File: src/rtl/axi_mst128_cmd.sv
// AXI4 128-bit initiator: one command in, one INCR burst out on the _s1 channels, one completion back.
// Latency: cmd accept -> AR/AW valid next cycle; R beat -> rdat_vld next cycle; final R/B handshake -> done_vld next cycle.
// Backpressure: cmd_rdy only in IDLE; W data is a combinational wdat<->W passthrough; rdat/done have no backpressure.
//
// Ports
//   pll_core_cpuclk / pad_cpu_rst_b : clock (rising edge) / async active-low reset
//   cmd_*   : command handshake (cmd_wr, cmd_addr 16B aligned, cmd_len = beats-1)
//   wdat_*  : write beat stream, passed straight to the W channel while bursting
//   rdat_*  : registered read beats (no backpressure), rdat_last marks the beat carrying rlast
//   done_*  : one-cycle completion pulse with worst response and protocol-error flag
//   err_*   : first-error log; only active when AXI_MST128_ERR_LOG_EN is defined, otherwise tied to 0
//   ar*/r*/aw*/w*/b* _s1 : AXI4 initiator channels (fixed 16B INCR, cache 4'b0011, prot 0)
module axi_mst128_cmd #(
    parameter int          ADDR_W = 40,
    parameter logic [7:0]  AXI_ID = 8'h01
) (
    input  logic                pll_core_cpuclk,
    input  logic                pad_cpu_rst_b,

    input  logic                cmd_vld,
    output logic                cmd_rdy,
    input  logic                cmd_wr,
    input  logic [ADDR_W-1:0]   cmd_addr,
    input  logic [7:0]          cmd_len,

    input  logic                wdat_vld,
    output logic                wdat_rdy,
    input  logic [127:0]        wdat,
    input  logic [15:0]         wdat_strb,

    output logic                rdat_vld,
    output logic [127:0]        rdat,
    output logic                rdat_last,

    output logic                done_vld,
    output logic [1:0]          done_resp,
    output logic                done_perr,

    output logic                err_vld,
    output logic [ADDR_W-1:0]   err_addr,
    input  logic                err_clr,

    output logic                arvalid_s1,
    input  logic                arready_s1,
    output logic [ADDR_W-1:0]   araddr_s1,
    output logic [7:0]          arid_s1,
    output logic [7:0]          arlen_s1,
    output logic [2:0]          arsize_s1,
    output logic [1:0]          arburst_s1,
    output logic [3:0]          arcache_s1,
    output logic [2:0]          arprot_s1,

    input  logic                rvalid_s1,
    output logic                rready_s1,
    input  logic [127:0]        rdata_s1,
    input  logic [1:0]          rresp_s1,
    input  logic                rlast_s1,
    input  logic [7:0]          rid_s1,

    output logic                awvalid_s1,
    input  logic                awready_s1,
    output logic [ADDR_W-1:0]   awaddr_s1,
    output logic [7:0]          awid_s1,
    output logic [7:0]          awlen_s1,
    output logic [2:0]          awsize_s1,
    output logic [1:0]          awburst_s1,
    output logic [3:0]          awcache_s1,
    output logic [2:0]          awprot_s1,

    output logic                wvalid_s1,
    input  logic                wready_s1,
    output logic [127:0]        wdata_s1,
    output logic [15:0]         wstrb_s1,
    output logic                wlast_s1,
    output logic [7:0]          wid_s1,

    input  logic                bvalid_s1,
    output logic                bready_s1,
    input  logic [1:0]          bresp_s1,
    input  logic [7:0]          bid_s1
);

    typedef enum logic [2:0] {
        ST_IDLE = 3'd0,
        ST_AR   = 3'd1,
        ST_R    = 3'd2,
        ST_AW   = 3'd3,
        ST_W    = 3'd4,
        ST_B    = 3'd5
    } state_t;

    state_t       state;
    logic [7:0]   len_q;
    logic [7:0]   cnt;
    logic [1:0]   acc;
    logic         perr;
    logic [7:0]   id_q;

    // Low nibble is masked rather than sliced off so every cmd_addr bit is consumed.
    logic [ADDR_W-1:0] cmd_addr_al;
    assign cmd_addr_al = cmd_addr & ~ADDR_W'(15);

    logic cmd_hs;
    logic r_hs;
    logic w_hs;
    logic b_hs;
    assign cmd_hs = cmd_vld & cmd_rdy;
    assign r_hs   = rvalid_s1 & rready_s1;
    assign w_hs   = wvalid_s1 & wready_s1;
    assign b_hs   = bvalid_s1 & bready_s1;

    // Running worst response and per-beat protocol check on the read stream.
    // A non-last beat at cnt==len flags a late rlast; later beats are still forwarded.
    logic [1:0] r_acc_nxt;
    logic       r_beat_perr;
    assign r_acc_nxt   = (rresp_s1 > acc) ? rresp_s1 : acc;
    assign r_beat_perr = (rid_s1 != AXI_ID)
                       | (rlast_s1 & (cnt < len_q))
                       | (~rlast_s1 & (cnt == len_q));

    // Fixed burst attributes: 16-byte beats, INCR, modifiable/bufferable, unprivileged secure data.
    assign arsize_s1  = 3'b100;
    assign arburst_s1 = 2'b01;
    assign arcache_s1 = 4'b0011;
    assign arprot_s1  = 3'b000;
    assign awsize_s1  = 3'b100;
    assign awburst_s1 = 2'b01;
    assign awcache_s1 = 4'b0011;
    assign awprot_s1  = 3'b000;

    assign arid_s1 = id_q;
    assign awid_s1 = id_q;
    assign wid_s1  = id_q;

    // W channel is a straight passthrough of the write stream while in W.
    assign wvalid_s1 = (state == ST_W) & wdat_vld;
    assign wdat_rdy  = (state == ST_W) & wready_s1;
    assign wlast_s1  = (state == ST_W) & (cnt == len_q);
    assign wdata_s1  = wdat;
    assign wstrb_s1  = wdat_strb;

    always_ff @(posedge pll_core_cpuclk or negedge pad_cpu_rst_b) begin
        if (!pad_cpu_rst_b) begin
            state      <= ST_IDLE;
            len_q      <= '0;
            cnt        <= '0;
            acc        <= '0;
            perr       <= 1'b0;
            id_q       <= '0;
            cmd_rdy    <= 1'b0;
            arvalid_s1 <= 1'b0;
            araddr_s1  <= '0;
            arlen_s1   <= '0;
            awvalid_s1 <= 1'b0;
            awaddr_s1  <= '0;
            awlen_s1   <= '0;
            rready_s1  <= 1'b0;
            bready_s1  <= 1'b0;
            rdat_vld   <= 1'b0;
            rdat       <= '0;
            rdat_last  <= 1'b0;
            done_vld   <= 1'b0;
            done_resp  <= '0;
            done_perr  <= 1'b0;
        end else begin
            rdat_vld <= 1'b0;
            done_vld <= 1'b0;

            case (state)
                ST_IDLE: begin
                    cmd_rdy <= 1'b1;
                    if (cmd_hs) begin
                        cmd_rdy <= 1'b0;
                        len_q   <= cmd_len;
                        cnt     <= '0;
                        acc     <= '0;
                        perr    <= 1'b0;
                        id_q    <= AXI_ID;
                        if (cmd_wr) begin
                            awvalid_s1 <= 1'b1;
                            awaddr_s1  <= cmd_addr_al;
                            awlen_s1   <= cmd_len;
                            state      <= ST_AW;
                        end else begin
                            arvalid_s1 <= 1'b1;
                            araddr_s1  <= cmd_addr_al;
                            arlen_s1   <= cmd_len;
                            state      <= ST_AR;
                        end
                    end
                end

                ST_AR: begin
                    if (arready_s1) begin
                        arvalid_s1 <= 1'b0;
                        rready_s1  <= 1'b1;
                        state      <= ST_R;
                    end
                end

                ST_R: begin
                    if (r_hs) begin
                        rdat      <= rdata_s1;
                        rdat_last <= rlast_s1;
                        rdat_vld  <= 1'b1;
                        cnt       <= cnt + 8'd1;
                        acc       <= r_acc_nxt;
                        perr      <= perr | r_beat_perr;
                        if (rlast_s1) begin
                            rready_s1 <= 1'b0;
                            done_vld  <= 1'b1;
                            done_resp <= r_acc_nxt;
                            done_perr <= perr | r_beat_perr;
                            cmd_rdy   <= 1'b1;
                            state     <= ST_IDLE;
                        end
                    end
                end

                ST_AW: begin
                    if (awready_s1) begin
                        awvalid_s1 <= 1'b0;
                        state      <= ST_W;
                    end
                end

                ST_W: begin
                    if (w_hs) begin
                        cnt <= cnt + 8'd1;
                        if (cnt == len_q) begin
                            bready_s1 <= 1'b1;
                            state     <= ST_B;
                        end
                    end
                end

                ST_B: begin
                    if (b_hs) begin
                        bready_s1 <= 1'b0;
                        acc       <= bresp_s1;
                        done_vld  <= 1'b1;
                        done_resp <= bresp_s1;
                        done_perr <= perr | (bid_s1 != AXI_ID);
                        cmd_rdy   <= 1'b1;
                        state     <= ST_IDLE;
                    end
                end

                default: begin
                    state <= ST_IDLE;
                end
            endcase
        end
    end

`ifdef AXI_MST128_ERR_LOG_EN
    // Keeps the first SLVERR/DECERR start address until software clears it.
    logic [ADDR_W-1:0] start_addr;

    always_ff @(posedge pll_core_cpuclk or negedge pad_cpu_rst_b) begin
        if (!pad_cpu_rst_b) begin
            start_addr <= '0;
            err_vld    <= 1'b0;
            err_addr   <= '0;
        end else begin
            if (cmd_hs) begin
                start_addr <= cmd_addr_al;
            end
            // Clear has priority over a same-cycle new error.
            if (err_clr) begin
                err_vld <= 1'b0;
            end else if (done_vld && done_resp[1] && !err_vld) begin
                err_vld  <= 1'b1;
                err_addr <= start_addr;
            end
        end
    end
`else
    logic unused_err_clr;
    assign unused_err_clr = err_clr;
    assign err_vld  = 1'b0;
    assign err_addr = '0;
`endif

endmodule

File: config.mk
export PLATFORM = sky130hd
export DESIGN_NAME = axi_mst128_cmd
export DESIGN_NICKNAME = d
export VERILOG_FILES = /design/src/rtl/axi_mst128_cmd.sv
export SDC_FILE = /design/constraint.sdc
export NUM_CORES = 1
export LEC_CHECK = 0
export CORE_AREA = 2 2 321 323
export CTS_BUF_LIST = sky130_fd_sc_hd__clkbuf_8
export DETAILED_ROUTE_END_ITERATION = 7
export DIE_AREA = 0 0 323 325
export GPL_ROUTABILITY_DRIVEN = 0
export SETUP_SLACK_MARGIN = 0.5
export SLEW_MARGIN = 10
export SYNTH_ARGS = -nofsm -noshare
export SYNTH_HDL_FRONTEND = slang
export SYNTH_SLANG_ARGS = --single-unit
File: constraint.sdc
create_clock -name pll_core_cpuclk -period 2.5 [get_ports pll_core_cpuclk]
set_input_delay 0.5 -clock pll_core_cpuclk [delete_from_list [all_inputs] [get_ports pll_core_cpuclk]]
set_output_delay 0.5 -clock pll_core_cpuclk [all_outputs]
set_load 0.02 [all_outputs]
### Word level (Yosys, flattened, before mapping)

Index checks and enable logic that the tools add are counted.

| cells by class | value |
|---|---|
| $add $sub $neg | 1 |
| multiply operators | 0 |
| div/mod/pow operators | 0 |
| order comparisons | 2 |
| equal/unequal tests | 18 |
| shift-type cells | 0 |
| muxes and demuxes | 56 |
| bitwise gates (word level) | 15 |
| reductions and logical operators | 23 |

Operators by type and width:

| kind | number |
|---|---|
| $reduce_and 4->1 | 8 |
| $mux 1 | 26 |
| $mux 3 | 8 |
| $mux 8 | 3 |
| $pmux 8 s3 | 1 |
| $ne 2x2->1 const B | 10 |
| $pmux 3 s6 | 1 |
| $ne 8x1->1 const B | 2 |
| $mux 2 | 7 |
| $pmux 1 s2 | 7 |
| $reduce_bool 2->1 | 6 |
| $and 1x1->1 | 9 |
| $reduce_and 3->1 | 3 |
| $add 8x1->8 const B | 1 |
| $eq 8x8->1 | 1 |
| $lt 8x8->1 | 1 |
| $reduce_and 8->1 | 1 |
| $eq 3x2->1 const B | 2 |
| $eq 3x3->1 const B | 2 |
| $pmux 2 s3 | 1 |
| $reduce_bool 3->1 | 2 |
| $or 1x1->1 | 4 |
| $pmux 2 s2 | 1 |
| $reduce_and 2->1 | 2 |
| other kinds (5) | 6 |

| storage, ports and cells | value |
|---|---|
| register bits | 250 |
| bits in latches | 0 |
| RAM bits | 0 |
| memory bits (read-only) | 0 |
| input port bits | 352 |
| output and inout port bits | 471 |
| word-level logic and storage cells | 136 |
| memories kept | 0 |

### Logic depth before layout (Yosys ltp)

Gate-level depths: netlist of the first run.

| depth | value |
|---|---|
| depth after elaboration | 8 |
| mapped depth | 7 |
| depth with buffers taken out | 7 |

### Worst setup path after synthesis of the first run

No wires, ideal clock.

| path | value |
|---|---|
| path type | register to output |
| start point | register cnt[4] |
| end point | output port wlast_s1 |
| arrival | 1.454 ns |
| required time | 2.000 ns |
| path slack | 0.546 ns |
| stages on the path, launching flop included | 5 |
| path buffers | 0 |
| cells stage by stage | dfrtp_1 -> ha_1 -> and3_1 -> nand4_1 -> nor3_1 |

| between the ends | value |
|---|---|
| cells in the longest elaborated chain, start to end | 2 |

RTL lines:

| what | RTL line | text |
|---|---|---|
| from (decl) | 94 | `logic [7:0] cnt;` |
| from (signal assigned) | 206 | `cnt <= cnt + 8'd1;` |
| from (signal assigned) | 229 | `cnt <= cnt + 8'd1;` |
| $eq 8x8->1 | 138 | `assign wlast_s1 = (state == ST_W) & (cnt == len_q);` |
| $and 1x1->1 | 138 |  |
| to (decl) | 74 | `output logic wlast_s1,` |

No other way between the ends.

### Worst setup path after layout of the first run

| path | value |
|---|---|
| start point | register cnt[7] |
| end point | output port wlast_s1 |

Same word-level chain as after synthesis.

==> impl_metrics.csv, run 1 <==
group,metric,value,unit
layout,stdcell_area,0.0184,sq mm
detailed_routing,wl_per_cell,14.6,um
setup_path,endpoint,"wlast_s1",
sta,finalMaxSlewViolations,0,
detailed_routing,drcViolationCount,0,
flow_run,cap_violations,0,
sta,fin_skew,0.0381,ns
layout,area_growth,55.2,%
pwr,cellPowerDensity,1180,mW/mm^2
setup_path,worst-setup-path-type,"reg2out",
yosys,yosysTopAreaCellShare,52.9,%
yosys,ys_types,52,
setup_path,critPathLaunchType,"flip-flop",
yosys,yosys_warnings,0,
detailed_routing,postRouteAntennaNets,0,
yosys,syn_area,0.0118,sq mm
hold_path,min_path_type,"in2async",
die,io_pins,823,
sta,worst_pin_slew,0.539,ns
setup_path,crit-reg2reg-launch,"state[2]$_DFFE_PN0P_",
layout,num-fill-cells,11267,
yosys,syn-mean-instance-area,12.9,sq um
die,initial_core_util,11.7,%
setup_path,critical_path_buf_inv_count,1,
detailed_routing,drt_wl_total,39.6,mm
clock_tree,clkSinkCount,250,
grt,grt.total_usage,6.80,%
grt,grt_pass1_vias,8308,
layout,final_nets,1670,
sta,finalSetupViolations,1,
clock_tree,clk-insertion-delay-late,0.65,ns
yosys,ys_async_sr_fraction,100,%
setup_path,rr_endpoint,"araddr_s1[16]$_DFFE_PN0P_",
sta,fin_hold_ws,0.412,ns
setup_path,crit_path_end_kind,"output port",
placed_design,dpl.hpwl,27.5,mm
grt,grt_pass1_wl,53.1,mm
clock_tree,clk_pin_slew,0.05,ns
die,die_w,323,um
yosys,synthesis.instances,915,
yosys,ys_top_cells_by_area,"dfrtp_1, buf_4, mux2_1",
pwr,leakagePower,8.05,nW
placed_design,dpl_cell_area,0.0166,sq mm
pwr,irDropWorstVdd,0.000580,V
run_status,violations,"negative setup slack",
sta,fmax,0.390,GHz
setup_path,cp-startpoint,"cnt[7]$_DFFE_PN0P_",
sta,rsz0062_at_grt,"yes",
yosys,netlist.top_cell.by_area,"dfrtp_1",
pwr,sw_frac_of_total,38.6,%
clock_tree,clockRootBuffer,"clkbuf_8",
setup_path,path_cells,"ha_4 > and3_4 > nand4_1 > nor3_2 > buf_4",
grt,grt_max_degree,54,
clock_tree,clk_path_buf_depth,3,
die,num_rows,117,
yosys,synth_edf_count,0,
layout,final_util,18.1,%
pwr,p_int,13.3,mW
layout,drive_gt1_share,22.3,%
grt,antenna_found_initial,2,
sta,period_share,103,%
die,die_area,0.105,sq mm
setup_path,cp.arrival,2.07,ns
detailed_routing,drtIter0Drc,196,
sta,setup_tns,-0.0656,ns
sta,hold_viol,0,
pwr,finalPower,21.6,mW
die,die_h,325,um
yosys,ys_seq_area_share,52.9,%
grt,gr-total-overflow,0,
sta,fin_ws,-0.0656,ns
setup_path,cp_slowest_stage_delay,0.42,ns
setup_path,critPathTopFamily,"simple AND/OR/NAND/NOR gates",
pwr,netSwitchingPower,8.34,mW
clock_tree,cts_tree,"done",
yosys,yosys-top-cells-count,"buf_4, dfrtp_1, mux2_1",
setup_path,ff2ff_setup_slack,0.45,ns
setup_path,r2r_cells,9,
clock_tree,htree_levels,2,
setup_path,slowest_stage,"dfrtp_1",
pwr,combPwrFrac,48.3,%
die,core_area,0.101,sq mm
setup_path,cp.required,2.00,ns
setup_path,critPathMaxFanout,3,
detailed_routing,vias,8013,
yosys,synth_flop_cell,"dfrtp_1",
detailed_routing,drt_pass1_iterations,4,
detailed_routing,viasPerCell,2.96,
sta,fin_crit,2.57,ns
placed_design,numPortBuffers,435,
yosys,yosys_register_bits,250,
clock_tree,cts_buffers,50,
setup_path,cp_num_cells,5,
sta,slew_headroom,64.1,%
run_status,outcome,"finished with violations",
pwr,p_seq_share,32.6,%
pwr,power_frac_clock,19.1,%
==> power groups by stage <==
| stage | sequential (mW) | combinational, mW | clock (mW) |
|---|---|---|---|
| 2_1_floorplan | 9.30 | 3.39 | 0 |
| 3_3_place_gp | 7.11 | 10.4 | 0 |
| 3_5_place_dp | 7.17 | 10.5 | 0 |
| 4_1_cts | 7.04 | 9.69 | 4.42 |
| 5_1_grt | 7.31 | 11.2 | 4.58 |
| 6_report | 7.05 | 10.4 | 4.13 |
==> final cells by class <==
cell class	instances	area (sq um)	share of cell area, %
Tap cell	1368	1710	9.33
Clock buffer	57	785	4.27
Clock inverter	30	181	0.988
Antenna cell	2	5.00	0.0273
Sequential cell	250	6260	34.1
Inverter	15	56.3	0.307
Multi-Input combinational cell	473	4160	22.7
Timing Repair Buffer	516	5190	28.3
==> worst reg2reg max path, delay by kind of cell (launching register included) <==
| kind | cells | cell delay, ns |
|---|---|---|
| buf+inv | 5 | 0.71 |
| flops | 1 | 0.41 |
| mux | 1 | 0.30 |
| simple gates | 3 | 0.48 |
==> flip-flops by register name, indices dropped and copies added, names as in the netlist <==
register	flops
rready_s1	1
rdat_last	1
state	3
acc	2
awlen_s1	8
arlen_s1	8
awaddr_s1	36
done_resp	2
len_q	8
arvalid_s1	1
cnt	8
bready_s1	1
cmd_rdy	1
rdat	128
awvalid_s1	1
done_vld	1
done_perr	1
perr	1
araddr_s1	36
rdat_vld	1
arid_s1	1
==> placed cells by master, fill, tap and decap left out, types with 4 or more instances in the layout <==
cell             instances
dfrtp_1                243
dlygate4sd2_1          208
clkdlybuf4s50_1        201
mux2_1                 116
conb_1                  94
clkbuf_8                57
mux2_4                  55
mux2_2                  48
buf_4                   42
inv_1                   39
nand2_1                 28
o21ai_0                 19
nor2_1                  15
buf_12                  11
clkdlybuf4s15_2         11
buf_6                   11
a21oi_1                 10
ha_1                     8
buf_16                   7
clkbuf_16                7
dfrtp_2                  7
nand3_1                  6
nand2b_1                 6
clkdlybuf4s15_1          6
buf_8                    5
buf_2                    5
and3_1                   4
ha_4                     4
==> worst min path at each step <==
stage / start / to / depth (start not counted)
floorplan: pad_cpu_rst_b / acc[0]$_DFFE_PN0P_ / 0
global placement: rdat[103]$_DFFE_PN0P_ / rdat[103]$_DFFE_PN0P_ / 1
detailed placement: rdat[43]$_DFFE_PN0P_ / rdat[43]$_DFFE_PN0P_ / 1
CTS: pad_cpu_rst_b / cmd_rdy$_DFFE_PN0P_ / 2
global route: rdata_s1[64] / rdat[64]$_DFFE_PN0P_ / 2
finish: pad_cpu_rst_b / araddr_s1[11]$_DFFE_PN0P_ / 2
==> cells by family after synthesis <==
logic type | count (synthesis) | share of synthesized area, %
other | 2 | 0.0635
buffers and inverters | 284 | 17.6
adders and majority gates | 12 | 1.27
DFF | 250 | 52.9
muxes | 221 | 21.0
and+or+nand+nor | 89 | 4.13
AOI/OAI and AO/OA | 57 | 3.04
==> through the flow <==
stage | cells | setup slack, ns
detailed placement | 2583 | 0.0533
finish | 2711 | -0.0656
floorplan | 1007 | 0.546
global placement | 2583 | 0.0331
global route | 2710 | -0.227
CTS | 2684 | -0.226
==> routing by layer <==
| metal | share of wire (%) | wire, um | track usage (%) | up-vias |
|---|---|---|---|---|
| met4 | 4.5 | 1800 | 4.07 | 0 |
| met2 | 45 | 17800 | 10.6 | 465 |
| met1 | 39 | 15500 | 7.40 | 3879 |
| li1 | - | - | - | 3580 |
| met3 | 11 | 4480 | 3.37 | 89 |
| met5 | 0 | 0 | 0 | - |
==> repair_timing <==
action,4_1_cts,5_1_grt
pin swaps,6,13
buffers inserted,10,15
hold buffers,1,0
setup endpoints to repair,348,155
gates cloned,3,10
hold endpoints to repair,39,0
gates resized for setup,312,89
Note: power is estimated with default switching activity, not from simulation.
==> run 2: changes to the inputs <==
GPL_TIMING_DRIVEN = 0   (was not set)
==> run 2 against run 1 <==
Against the previous run: clock-buffer cell count is 5 higher; highest routed layer unchanged; critical path depth unchanged; setup slack better by 0.011 ns; the flow still finishes with violations (negative setup slack).
==> impl_metrics.csv, run 2 (same netlist as run 1, synthesis figures left out) <==
group,metric,value,unit
sta,slew_headroom,57.2,%
layout,area_growth,86.1,%
sta,fin_crit,2.55,ns
pwr,p_int,14.5,mW
pwr,leakagePower,10.2,nW
grt,grt.total_usage,7.76,%
pwr,combPwrFrac,51.7,%
setup_path,critical_path_buf_inv_count,1,
die,num_rows,117,
grt,grt_pass1_vias,9544,
grt,met2_usage,13.3,%
grt,gr-total-overflow,0,
pwr,sw_frac_of_total,38.3,%
clock_tree,cts_buffers,49,
setup_path,cp.arrival,2.05,ns
run_status,violations,"negative setup slack",
setup_path,slowest_stage,"dfrtp_1",
setup_path,path_cells,"ha_1 > and3_4 > nand4_1 > nor3_2 > buf_4",
clock_tree,htree_levels,2,
detailed_routing,drt_pass1_iterations,4,
clock_tree,clk_path_buf_depth,3,
detailed_routing,viasPerCell,3.02,
grt,busiest_layer,"met2",
layout,stdcell_area,0.0220,sq mm
pwr,irDropWorstVdd,0.000542,V
sta,finalSetupViolations,1,
clock_tree,clockRootBuffer,"clkbuf_8",
placed_design,numPortBuffers,579,
placed_design,dpl_cell_area,0.0197,sq mm
placed_design,dpl.hpwl,33.9,mm
pwr,cellPowerDensity,1070,mW/mm^2
die,io_pins,823,
clock_tree,clk_pin_slew,0.06,ns
clock_tree,clkSinkCount,250,
die,die_area,0.105,sq mm
layout,layout_common_cells,"clkdlybuf4s50_1, buf_4, dfrtp_1",
hold_path,min_path_type,"in2reg",
sta,finalMaxSlewViolations,0,
sta,fmax,0.391,GHz
grt,antenna_found_initial,7,
layout,layout_commonest_cell,"clkdlybuf4s50_1",
flow_run,cap_violations,0,
setup_path,crit_path_end_kind,"output port",
layout,top_register,"rdat",
die,core_area,0.101,sq mm
sta,hold_viol,0,
clock_tree,cts_tree,"done",
run_status,outcome,"finished with violations",
detailed_routing,postRouteAntennaNets,0,
die,die_w,323,um
sta,fin_ws,-0.0543,ns
setup_path,worst-setup-path-type,"reg2out",
layout,fin_cells,3095,
pwr,power_frac_clock,18.1,%
placed_design,pre_cts_ws,-0.472,ns
detailed_routing,drt_wl_total,45.9,mm
detailed_routing,vias,9347,
setup_path,cp.required,2.00,ns
layout,final_nets,2050,
setup_path,critPathTopFamily,"simple AND/OR/NAND/NOR gates",
detailed_routing,wl_per_cell,14.8,um
grt,grt_pass1_wl,61.5,mm
layout,largest_reg_flops,128,
setup_path,critPathMaxFanout,2,
detailed_routing,drcViolationCount,0,
clock_tree,clk-insertion-delay-late,0.65,ns
grt,met1_usage,9.11,%
pwr,p_seq_share,30.2,%
sta,period_share,102,%
die,die_h,325,um
sta,fin_skew,0.0482,ns
layout,drive_gt1_share,36.0,%
placed_design,dp_cells,2956,
layout,reg_top3,"rdat (128), araddr_s1 (36), awaddr_s1 (36)",
die,initial_core_util,11.7,%
sta,rsz0062_at_grt,"yes",
grt,met3_usage,2.17,%
pwr,netSwitchingPower,9.01,mW
setup_path,critPathLaunchType,"flip-flop",
detailed_routing,drtIter0Drc,348,
sta,worst_pin_slew,0.643,ns
setup_path,cp_slowest_stage_delay,0.40,ns
grt,grt_max_degree,96,
[run 2: cell count changes in the layout (fill, tap and decap cells not counted), moves of 5 or more]
cell	change
buf_12	+6
buf_4	+220
buf_6	+12
clkbuf_8	+5
clkdlybuf4s50_1	+144
clkinv_2	+9
inv_1	-11
mux2_1	-78
mux2_4	+81
[run 2: final cells by class]
cell class,count,area [sq um]
antenna,3,7.51
buffer,269,2280
clock buffer,62,853
clock inverter,27,154
fill,11008,79300
inverter,15,56.3
multi-input combinational,473,4450
sequential,250,6260
tap,1368,1710
timing repair buffer,628,6240
[run 2: final timing paths]
kind	from	endpoint	slack, ns	cells after the start
setup / recovery	cnt[5]$_DFFE_PN0P_	wlast_s1	-0.05	5
hold / removal	rdata_s1[107]	rdat[107]$_DFFE_PN0P_	0.44	2
setup reg to reg	state[0]$_DFFE_PN0P_	araddr_s1[22]$_DFFE_PN0P_	0.39	9
hold reg to reg	rdat[101]$_DFFE_PN0P_	rdat[101]$_DFFE_PN0P_	0.48	1
max in group asynchronous	pad_cpu_rst_b	rdat[54]$_DFFE_PN0P_	1.03	3
min in group asynchronous	pad_cpu_rst_b	araddr_s1[17]$_DFFE_PN0P_	0.45	2
[run 2: per-stage QoR]
stage / power, mW / setup TNS (ns) / hold slack [ns] / util [%]
2_1_floorplan: 12.7 / 0 / 0.204 / -
3_3_place_gp: 18.4 / -2727.53 / 0.467 / 19.4
3_5_place_dp: 18.5 / -29.64 / 0.474 / 19.5
4_1_cts: 22.3 / -0.243 / 0.325 / 20.8
5_1_grt: 24.9 / -0.270 / 0.381 / 21.7
6_report: 23.5 / -0.0543 / 0.437 / 21.7
[run 2: layer usage]
layer / wire length [um] / up-vias
met5: 0 / -
met3: 3420 / 67
met1: 19300 / 4518
met2: 21900 / 429
li1: - / 4333
met4: 1230 / 0
[run 2: power by group through the flow]
stage / clock, mW / combinational, mW / sequential (mW)
2_1_floorplan: 0 / 3.39 / 9.30
3_3_place_gp: 0 / 11.2 / 7.12
3_5_place_dp: 0 / 11.3 / 7.16
4_1_cts: 4.51 / 10.7 / 7.07
5_1_grt: 4.67 / 12.9 / 7.37
6_report: 4.26 / 12.1 / 7.10
[run 2: timing repair]
item	4_1_cts	5_1_grt
pin swaps	13	14
endpoints found under the setup margin	394	179
cloned	1	10
buffers inserted	19	16
hold endpoints to repair	73	0
gates resized for setup	383	151
hold buffers	1	0
==> run 3: changes to the inputs <==
CAP_MARGIN = 10   (was not set)
==> results of run 3 <==
Same layout as run 2: the final DEF is identical, and so are final timing and power.
